==> src/rtl/div_pkg.sv <==
// Shared types and default widths for the sequential restoring divider.
// The optional divide-by-zero shortcut (SEQ_DIVIDER_DIV_ZERO_CHECK_EN) is handled in seq_divider.
package div_pkg;

   typedef enum logic [1:0] {
      IDLE = 2'd0,
      ITER = 2'd1,
      DONE = 2'd2
   } state_e;

   localparam int DEF_DIVIDEND_W = 8;
   localparam int DEF_DIVISOR_W  = 4;
   localparam int DEF_CNT_W      = $clog2(DEF_DIVIDEND_W + 1);

   // Counter must be able to hold the full iteration count DIVIDEND_W.
   function automatic int cnt_width(input int dividend_w);
      return $clog2(dividend_w + 1);
   endfunction

endpackage

==> src/rtl/div_controller.sv <==
// Control FSM for seq_divider: IDLE/ITER/DONE sequencing, step counter and datapath strobes.
// The divide-by-zero shortcut is requested through dz_req (driven only when SEQ_DIVIDER_DIV_ZERO_CHECK_EN is defined).
module div_controller
   import div_pkg::*;
#(
   parameter int DIVIDEND_W = DEF_DIVIDEND_W
) (
   input  logic clk,
   input  logic rst,
   input  logic start,
   input  logic enable,
   input  logic dz_req,
   input  logic fits,
   output logic busy,
   output logic done,
   output logic load,
   output logic load_dz,
   output logic shift,
   output logic sub
);

   localparam int CNT_W = cnt_width(DIVIDEND_W);
   localparam logic [CNT_W-1:0] LAST_STEP = CNT_W'(DIVIDEND_W - 1);

   state_e           state_q, state_d;
   logic [CNT_W-1:0] cnt_q, cnt_d;
   logic             accept;

   always_comb begin
      accept = enable && start && (state_q != ITER);
   end

   always_comb begin
      state_d = state_q;
      cnt_d   = cnt_q;
      load    = 1'b0;
      load_dz = 1'b0;
      shift   = 1'b0;
      sub     = 1'b0;
      busy    = (state_q == ITER);
      done    = (state_q == DONE);

      case (state_q)
         ITER: begin
            if (enable) begin
               shift = 1'b1;
               sub   = fits;
               cnt_d = cnt_q + 1'b1;
               if (cnt_q == LAST_STEP) begin
                  state_d = DONE;
               end
            end
         end
         default: begin
            if (accept) begin
               cnt_d = '0;
               if (dz_req) begin
                  load_dz = 1'b1;
                  state_d = DONE;
               end else begin
                  load    = 1'b1;
                  state_d = ITER;
               end
            end else if (enable && (state_q == DONE)) begin
               state_d = IDLE;
            end
         end
      endcase
   end

   always_ff @(posedge clk or posedge rst) begin
      if (rst) begin
         state_q <= IDLE;
         cnt_q   <= '0;
      end else begin
         state_q <= state_d;
         cnt_q   <= cnt_d;
      end
   end

endmodule

==> src/rtl/seq_divider.sv <==
// Sequential restoring divider: one quotient bit per enabled clock, DIVIDEND_W steps per division.
// Define SEQ_DIVIDER_DIV_ZERO_CHECK_EN to finish a zero-divisor division on the accepting edge with div_zero=1.
module seq_divider
   import div_pkg::*;
#(
   parameter int DIVIDEND_W = DEF_DIVIDEND_W,
   parameter int DIVISOR_W  = DEF_DIVISOR_W
) (
   input  logic                  clk,
   input  logic                  rst,
   input  logic                  start,
   input  logic                  enable,
   input  logic [DIVIDEND_W-1:0] dividend,
   input  logic [DIVISOR_W-1:0]  divisor,
   output logic                  busy,
   output logic                  done,
   output logic [DIVIDEND_W-1:0] quotient,
   output logic [DIVISOR_W-1:0]  remainder,
   output logic                  div_zero
);

   // The dividend register shifts left each step and collects quotient bits in its LSB.
   logic [DIVIDEND_W-1:0] dvd_q, dvd_d;
   logic [DIVISOR_W-1:0]  dvs_q, dvs_d;
   logic [DIVISOR_W-1:0]  rem_q, rem_d;
   logic [DIVISOR_W:0]    trial;
   logic [DIVISOR_W-1:0]  diff;
   logic                  fits;
   logic                  dz_req;
   logic                  load, load_dz, shift, sub;

   always_comb begin
      trial = {rem_q, dvd_q[DIVIDEND_W-1]};
      fits  = (trial >= {1'b0, dvs_q});
      // When the trial fits, the true difference is below the divisor, so the low bits suffice.
      diff  = trial[DIVISOR_W-1:0] - dvs_q;
   end

`ifdef SEQ_DIVIDER_DIV_ZERO_CHECK_EN
   logic dz_q, dz_d;

   always_comb begin
      dz_req = (divisor == '0);
      dz_d   = dz_q;
      if (load) begin
         dz_d = 1'b0;
      end else if (load_dz) begin
         dz_d = 1'b1;
      end
   end

   always_ff @(posedge clk or posedge rst) begin
      if (rst) begin
         dz_q <= 1'b0;
      end else begin
         dz_q <= dz_d;
      end
   end

   assign div_zero = dz_q;
`else
   always_comb begin
      dz_req = 1'b0;
   end

   assign div_zero = 1'b0;
`endif

   always_comb begin
      dvd_d = dvd_q;
      dvs_d = dvs_q;
      rem_d = rem_q;
      if (load) begin
         dvd_d = dividend;
         dvs_d = divisor;
         rem_d = '0;
      end else if (load_dz) begin
         dvd_d = '1;
         dvs_d = divisor;
         rem_d = dividend[DIVISOR_W-1:0];
      end else if (shift) begin
         dvd_d = {dvd_q[DIVIDEND_W-2:0], sub};
         rem_d = sub ? diff : trial[DIVISOR_W-1:0];
      end
   end

   always_ff @(posedge clk or posedge rst) begin
      if (rst) begin
         dvd_q <= '0;
         dvs_q <= '0;
         rem_q <= '0;
      end else begin
         dvd_q <= dvd_d;
         dvs_q <= dvs_d;
         rem_q <= rem_d;
      end
   end

   assign quotient  = dvd_q;
   assign remainder = rem_q;

   div_controller #(
      .DIVIDEND_W (DIVIDEND_W)
   ) u_ctrl (
      .clk     (clk),
      .rst     (rst),
      .start   (start),
      .enable  (enable),
      .dz_req  (dz_req),
      .fits    (fits),
      .busy    (busy),
      .done    (done),
      .load    (load),
      .load_dz (load_dz),
      .shift   (shift),
      .sub     (sub)
   );

endmodule

==> config.mk <==
export PLATFORM = sky130hd
export DESIGN_NAME = seq_divider
export DESIGN_NICKNAME = d
export VERILOG_FILES = /design/src/rtl/div_pkg.sv /design/src/rtl/div_controller.sv /design/src/rtl/seq_divider.sv
export SDC_FILE = /design/constraint.sdc
export NUM_CORES = 1
export LEC_CHECK = 0
export ABC_CLOCK_PERIOD_IN_PS = 2300
export CAP_MARGIN = 5
export CORE_AREA = 5 5 55 57
export DETAILED_ROUTE_END_ITERATION = 8
export DIE_AREA = 0 0 60 62
export HOLD_SLACK_MARGIN = 0.1
export MAX_ROUTING_LAYER = met4
export PLACE_DENSITY = 0.85
export SETUP_SLACK_MARGIN = 0.4
export SKIP_CTS_REPAIR_TIMING = 1
export SYNTH_ARGS = -nofsm -noshare
export SYNTH_HDL_FRONTEND = slang
export SYNTH_SLANG_ARGS = --single-unit
==> constraint.sdc <==
create_clock -name clk -period 2.3 [get_ports clk]
set_clock_uncertainty 0.15 [all_clocks]
set_input_delay 0.46 -clock clk [delete_from_list [all_inputs] [get_ports clk]]
set_output_delay 0.46 -clock clk [all_outputs]
set_load 0.1 [all_outputs]
==> impl_metrics.yaml, run 1 <==
setup_path:
  slowest_delay_ns: 0.53
  cp-start-kind: "register"
  crit_arrival_ns: 2.09
  cp-end-kind: "register"
  r2r_start: "remainder[2]"
  crit_path_end: "remainder[0]"
  startpoint: "remainder[2]"
  reg2reg_depth: 6
  path_cells: "ha_4, or4_4, a21oi_4, nor2_4, mux2i_1, a22o_1"
  crit_required_ns: 2.36
  worstSetupPathType: "reg -> reg"
  crit_path_max_fanout: 4
  slowest_stage: "or4_4"
  r2r-end: "remainder[0]"
  r2r_slack_ns: 0.27
floorplanning:
  die-area_um2: 3720
  die_w_um: 60
  core-area_um2: 2430
  placementRows: 18
  initial_utilization: 0.460
  io_pins: 31
  die_h_um: 62
detailed_routing:
  first_iter_violations: 30
  vias: 955
  wl_per_cell_um: 14.3
  vias_per_cell: 5.31
  drc_errors: 0
  wl_um: 2570
  drt_pass1_iterations: 4
  ant_nets: 0
sta:
  setup_ws_ns: 0.272
  rsz0062_at_grt: "true"
  max-slew-margin-rel: 0.564
  hold_viol: 0
  worstMarginPinSlew_ns: 0.653
  setup_viol: 0
  period_needed_ns: 2.03
  max_freq_ghz: 0.493
  finalMaxSlewViolations: 0
  fin_setup_tns_ns: 0
  min_period_over_period: 0.882
flow_run:
  maxCapViolations: 0
run_status:
  status: "finished clean"
clock_tree:
  h-tree-depth: 1
  cts_tree: "built"
  cts.sinks: 22
  root_buffer: "clkbuf_4"
  numCtsBuffers: 3
  clk_pin_slew_ns: 0.12
  clock_latency_ns: 0.32
  clk_path_buf_depth: 2
final_layout:
  nets: 173
  final.fill_count: 184
  drive_gt1_frac: 0.280
  diodes: 0
  final_area_um2: 1580
  final_util: 0.649
  syn_to_final_growth_pct: 40.9
global_route:
  use_met3: 0.00620
  grt_max_degree: 19
  grt-busiest-layer: "met2"
  grt_pass1_wl_um: 4350
  gr-usage-met1: 0.209
  grtUsageTotal: 0.163
  grt-ovfl-total: 0
  grt_pass1_vias: 957
  antenna_found_initial: 0
  use_met2: 0.259
synthesis:
  netlist_top_cells_area: "dfrtp_1 49%, nand2_1 8.7%, ha_1 5.6%, o21ai_0 4.9%, a22oi_1 4.7%"
  synthesis.nets: 135
  synthesis.area_um2: 1120
  synth_cells: 113
  synthDistinctLibCells: 30
  ys_ff_latch: 22
  yosysTopAreaCellShare: 0.492
  yosysWarnings: 0
  yosys.area.top_type: "dfrtp_1"
  syn_avg_cell_area_um2: 9.91
  synth.yosys.seq_area_share: 0.492
placement:
  gp_congestion: 0.805
  dp_slack_ns: 0.202
  dpl.hpwl_um: 2100
  io_buffers: 29
  place_area_um2: 1530
worst_hold_path:
  holdCritPathClass: "reg -> reg"
==> critical path, delay by kind of cell, from the launching register on <==
kind / cells / cell delay, ns
AOI/OAI and AO/OA: 2 / 0.35
and+or+nand+nor: 2 / 0.61
adders and majority gates: 1 / 0.17
DFF: 1 / 0.51
muxes: 1 / 0.14
==> cells in the mapped netlist <==
master	number
nand2b_1	1
dfrtp_1	22
a22o_1	2
buf_2	2
mux2_2	1
or4_4	1
conb_1	1
nand4_1	1
a21o_1	2
fa_1	1
a221o_1	1
a31oi_1	1
nor2_2	2
mux2i_1	5
nor3_1	1
a21oi_2	1
o21ai_0	11
nor2b_1	2
or2_2	1
xor2_1	1
xnor2_1	1
ha_1	5
buf_4	2
nand2_1	26
nor2_1	2
a211oi_1	1
a22oi_1	7
and2_1	1
nand4b_1	1
inv_1	7
==> through the flow <==
stage | hold slack, ns | cells
after floorplan | 0.280 | 113
after global placement | 0.311 | 174
after detailed placement | 0.310 | 174
after CTS | 0.333 | 178
after global routing | 0.355 | 180
final | 0.333 | 180
==> metal layers <==
| metal | wire length (um) | vias to the layer above |
|---|---|---|
| li1 | - | 458 |
| met1 | 1100 | 467 |
| met2 | 1310 | 25 |
| met3 | 97 | 5 |
| met4 | 58 | 0 |
| met5 | 0 | - |
==> area by class of cell <==
type / instances / area (um^2) / area share
flip-flops and latches: 22 / 562 / 0.356
inverters: 7 / 26.3 / 0.0167
repair buffers: 37 / 340 / 0.216
well taps: 30 / 37.5 / 0.0238
clock buffers: 4 / 26.3 / 0.0167
multi-input cells: 80 / 586 / 0.371
==> worst min-delay path by stage <==
stage / from / endpoint / slack [ns] / cells after the start
after global routing: u_ctrl.cnt_q[3] / u_ctrl.cnt_q[3] / 0.36 / 1
final: u_ctrl.cnt_q[3] / u_ctrl.cnt_q[3] / 0.33 / 1
after detailed placement: u_ctrl.cnt_q[3] / u_ctrl.cnt_q[3] / 0.31 / 1
after global placement: u_ctrl.cnt_q[3] / u_ctrl.cnt_q[3] / 0.31 / 1
after CTS: u_ctrl.cnt_q[3] / u_ctrl.cnt_q[3] / 0.33 / 1
after floorplan: u_ctrl.cnt_q[3] / u_ctrl.cnt_q[3] / 0.28 / 1
==> logic make-up (layout without fill, tap and decap cells) <==
logic type	Yosys count	count (layout)	synth area share
buf+inv	11	48	0.0458
flops	22	22	0.492
simple gates	39	39	0.161
compound gates	26	26	0.154
fa+ha+maj	6	6	0.0737
xor+xnor	2	2	0.0156
other cells	1	1	0.00335
mux	6	6	0.0547
==> registers in the layout, indices dropped and copies added, names as in the netlist <==
signal          cells
quotient            8
dvs_q               4
remainder           4
u_ctrl.cnt_q        4
u_ctrl.state_q      2
==> cell usage in the layout (no fill, tap or decap), drive strengths merged, types with 2 or more instances in the layout <==
master,n
nor2b,2
nor2,4
buf,22
clkbuf,4
a21o,2
clkdlybuf4s50,15
ha,5
a22oi,7
mux2i,5
nand2,26
dfrtp,22
o21ai,11
inv,7
a22o,2
Power of run 1 is left out: the tool's default activity adds up to more than one toggle a clock period on the data nets, which glitch-free logic cannot reach.
==> run 2: changes to the inputs <==
GPL_TIMING_DRIVEN = 0   (was default)
==> impl_metrics.yaml, run 2 (synthesized netlist as in run 1, its figures left out) <==
run_status:
  status: "finished clean"
floorplanning:
  core-area_um2: 2430
  placementRows: 18
  io_pins: 31
  die_h_um: 62
  initial_utilization: 0.460
  die_w_um: 60
  die-area_um2: 3720
sta:
  finalMaxSlewViolations: 0
  min_period_over_period: 0.884
  max-slew-margin-rel: 0.466
  rsz0062_at_grt: "true"
  max_freq_ghz: 0.492
  fin_setup_tns_ns: 0
  setup_viol: 0
  worstMarginPinSlew_ns: 0.800
  hold_viol: 0
  period_needed_ns: 2.03
detailed_routing:
  drt_pass1_iterations: 4
  first_iter_violations: 29
  ant_nets: 0
  wl_per_cell_um: 14.8
  vias_per_cell: 5.46
  drc_errors: 0
  vias: 971
  wl_um: 2630
final_layout:
  final_common_cell: "nand2_1"
  multi_input_area_um2: 588
  largest_register_ffs: 8
  diodes: 0
  syn_to_final_growth_pct: 36.5
  final.fill_count: 194
  layout_common_cells: "26 x nand2_1, 17 x dfrtp_1, 15 x clkdlybuf4s50_1"
  drive_gt1_frac: 0.284
  regArea_um2: 562
  final_util: 0.629
  nets: 171
setup_path:
  crit_arrival_ns: 2.09
  startpoint: "remainder[2]"
  cp-start-kind: "register"
  slowest_stage: "dfrtp_4"
  slowest_delay_ns: 0.52
  worstSetupPathType: "reg -> reg"
  crit_family: "simple AND/OR/NAND/NOR gates"
  cp-end-kind: "register"
  path_cells: "ha_4, or4_4, a21oi_4, nor2_4, mux2i_1, a22o_1"
  cp_num_buf_inv: 0
  crit_required_ns: 2.36
  crit_path_max_fanout: 4
  r2r_start: "remainder[2]"
global_route:
  grt_pass1_vias: 979
  antenna_found_initial: 0
  grt_pass1_wl_um: 4250
  grt-ovfl-total: 0
  grt_max_degree: 23
  grtUsageTotal: 0.158
clock_tree:
  cts_tree: "built"
  clk_path_buf_depth: 2
  cts.sinks: 22
  numCtsBuffers: 3
  clock_latency_ns: 0.31
  clk_pin_slew_ns: 0.13
  root_buffer: "clkbuf_4"
  h-tree-depth: 1
worst_hold_path:
  hold_start: "u_ctrl.cnt_q[3]"
  holdCritPathClass: "reg -> reg"
flow_run:
  maxCapViolations: 0
placement:
  dpl.hpwl_um: 1980
  gp_congestion: 0.722
  io_buffers: 29
## run 2: worst paths after layout
check                      slack, ns  cells past startpoint               to
max                             0.27                      6     remainder[0]
min                             0.33                      1  u_ctrl.cnt_q[3]
max reg2reg                     0.27                      6     remainder[0]
min reg2reg                     0.33                      1  u_ctrl.cnt_q[3]
max in group asynchronous       0.99                      2     remainder[1]
min in group asynchronous       0.43                      2         dvs_q[3]
## run 2: cell type report
type,count,share of cell area
Multi-Input combinational cell,80,0.385
Sequential cell,22,0.367
Timing Repair Buffer,31,0.155
Tap cell,30,0.0245
Clock inverter,1,0.0196
Inverter,7,0.0172
Buffer,4,0.0164
Clock buffer,3,0.0147
## run 2: through the flow
step	instances	hold slack, ns	worst slack [ns]	cell area [um^2]
floorplan	113	0.280	0.186	1190
global placement	172	0.300	-0.0358	1520
detailed placement	172	0.323	-0.0524	1520
CTS	176	0.340	-0.413	1570
global route	178	0.378	0.198	1530
finish	178	0.334	0.268	1530
## run 2: layer usage
layer / global-route usage / share of wire / up-vias
li1: - / - / 457
met3: 0.00620 / 0.032 / 6
met2: 0.270 / 0.52 / 31
met5: - / 0 / -
met1: 0.192 / 0.42 / 477
met4: 0.0759 / 0.025 / 0
Power of run 2 is left out for the same reason.
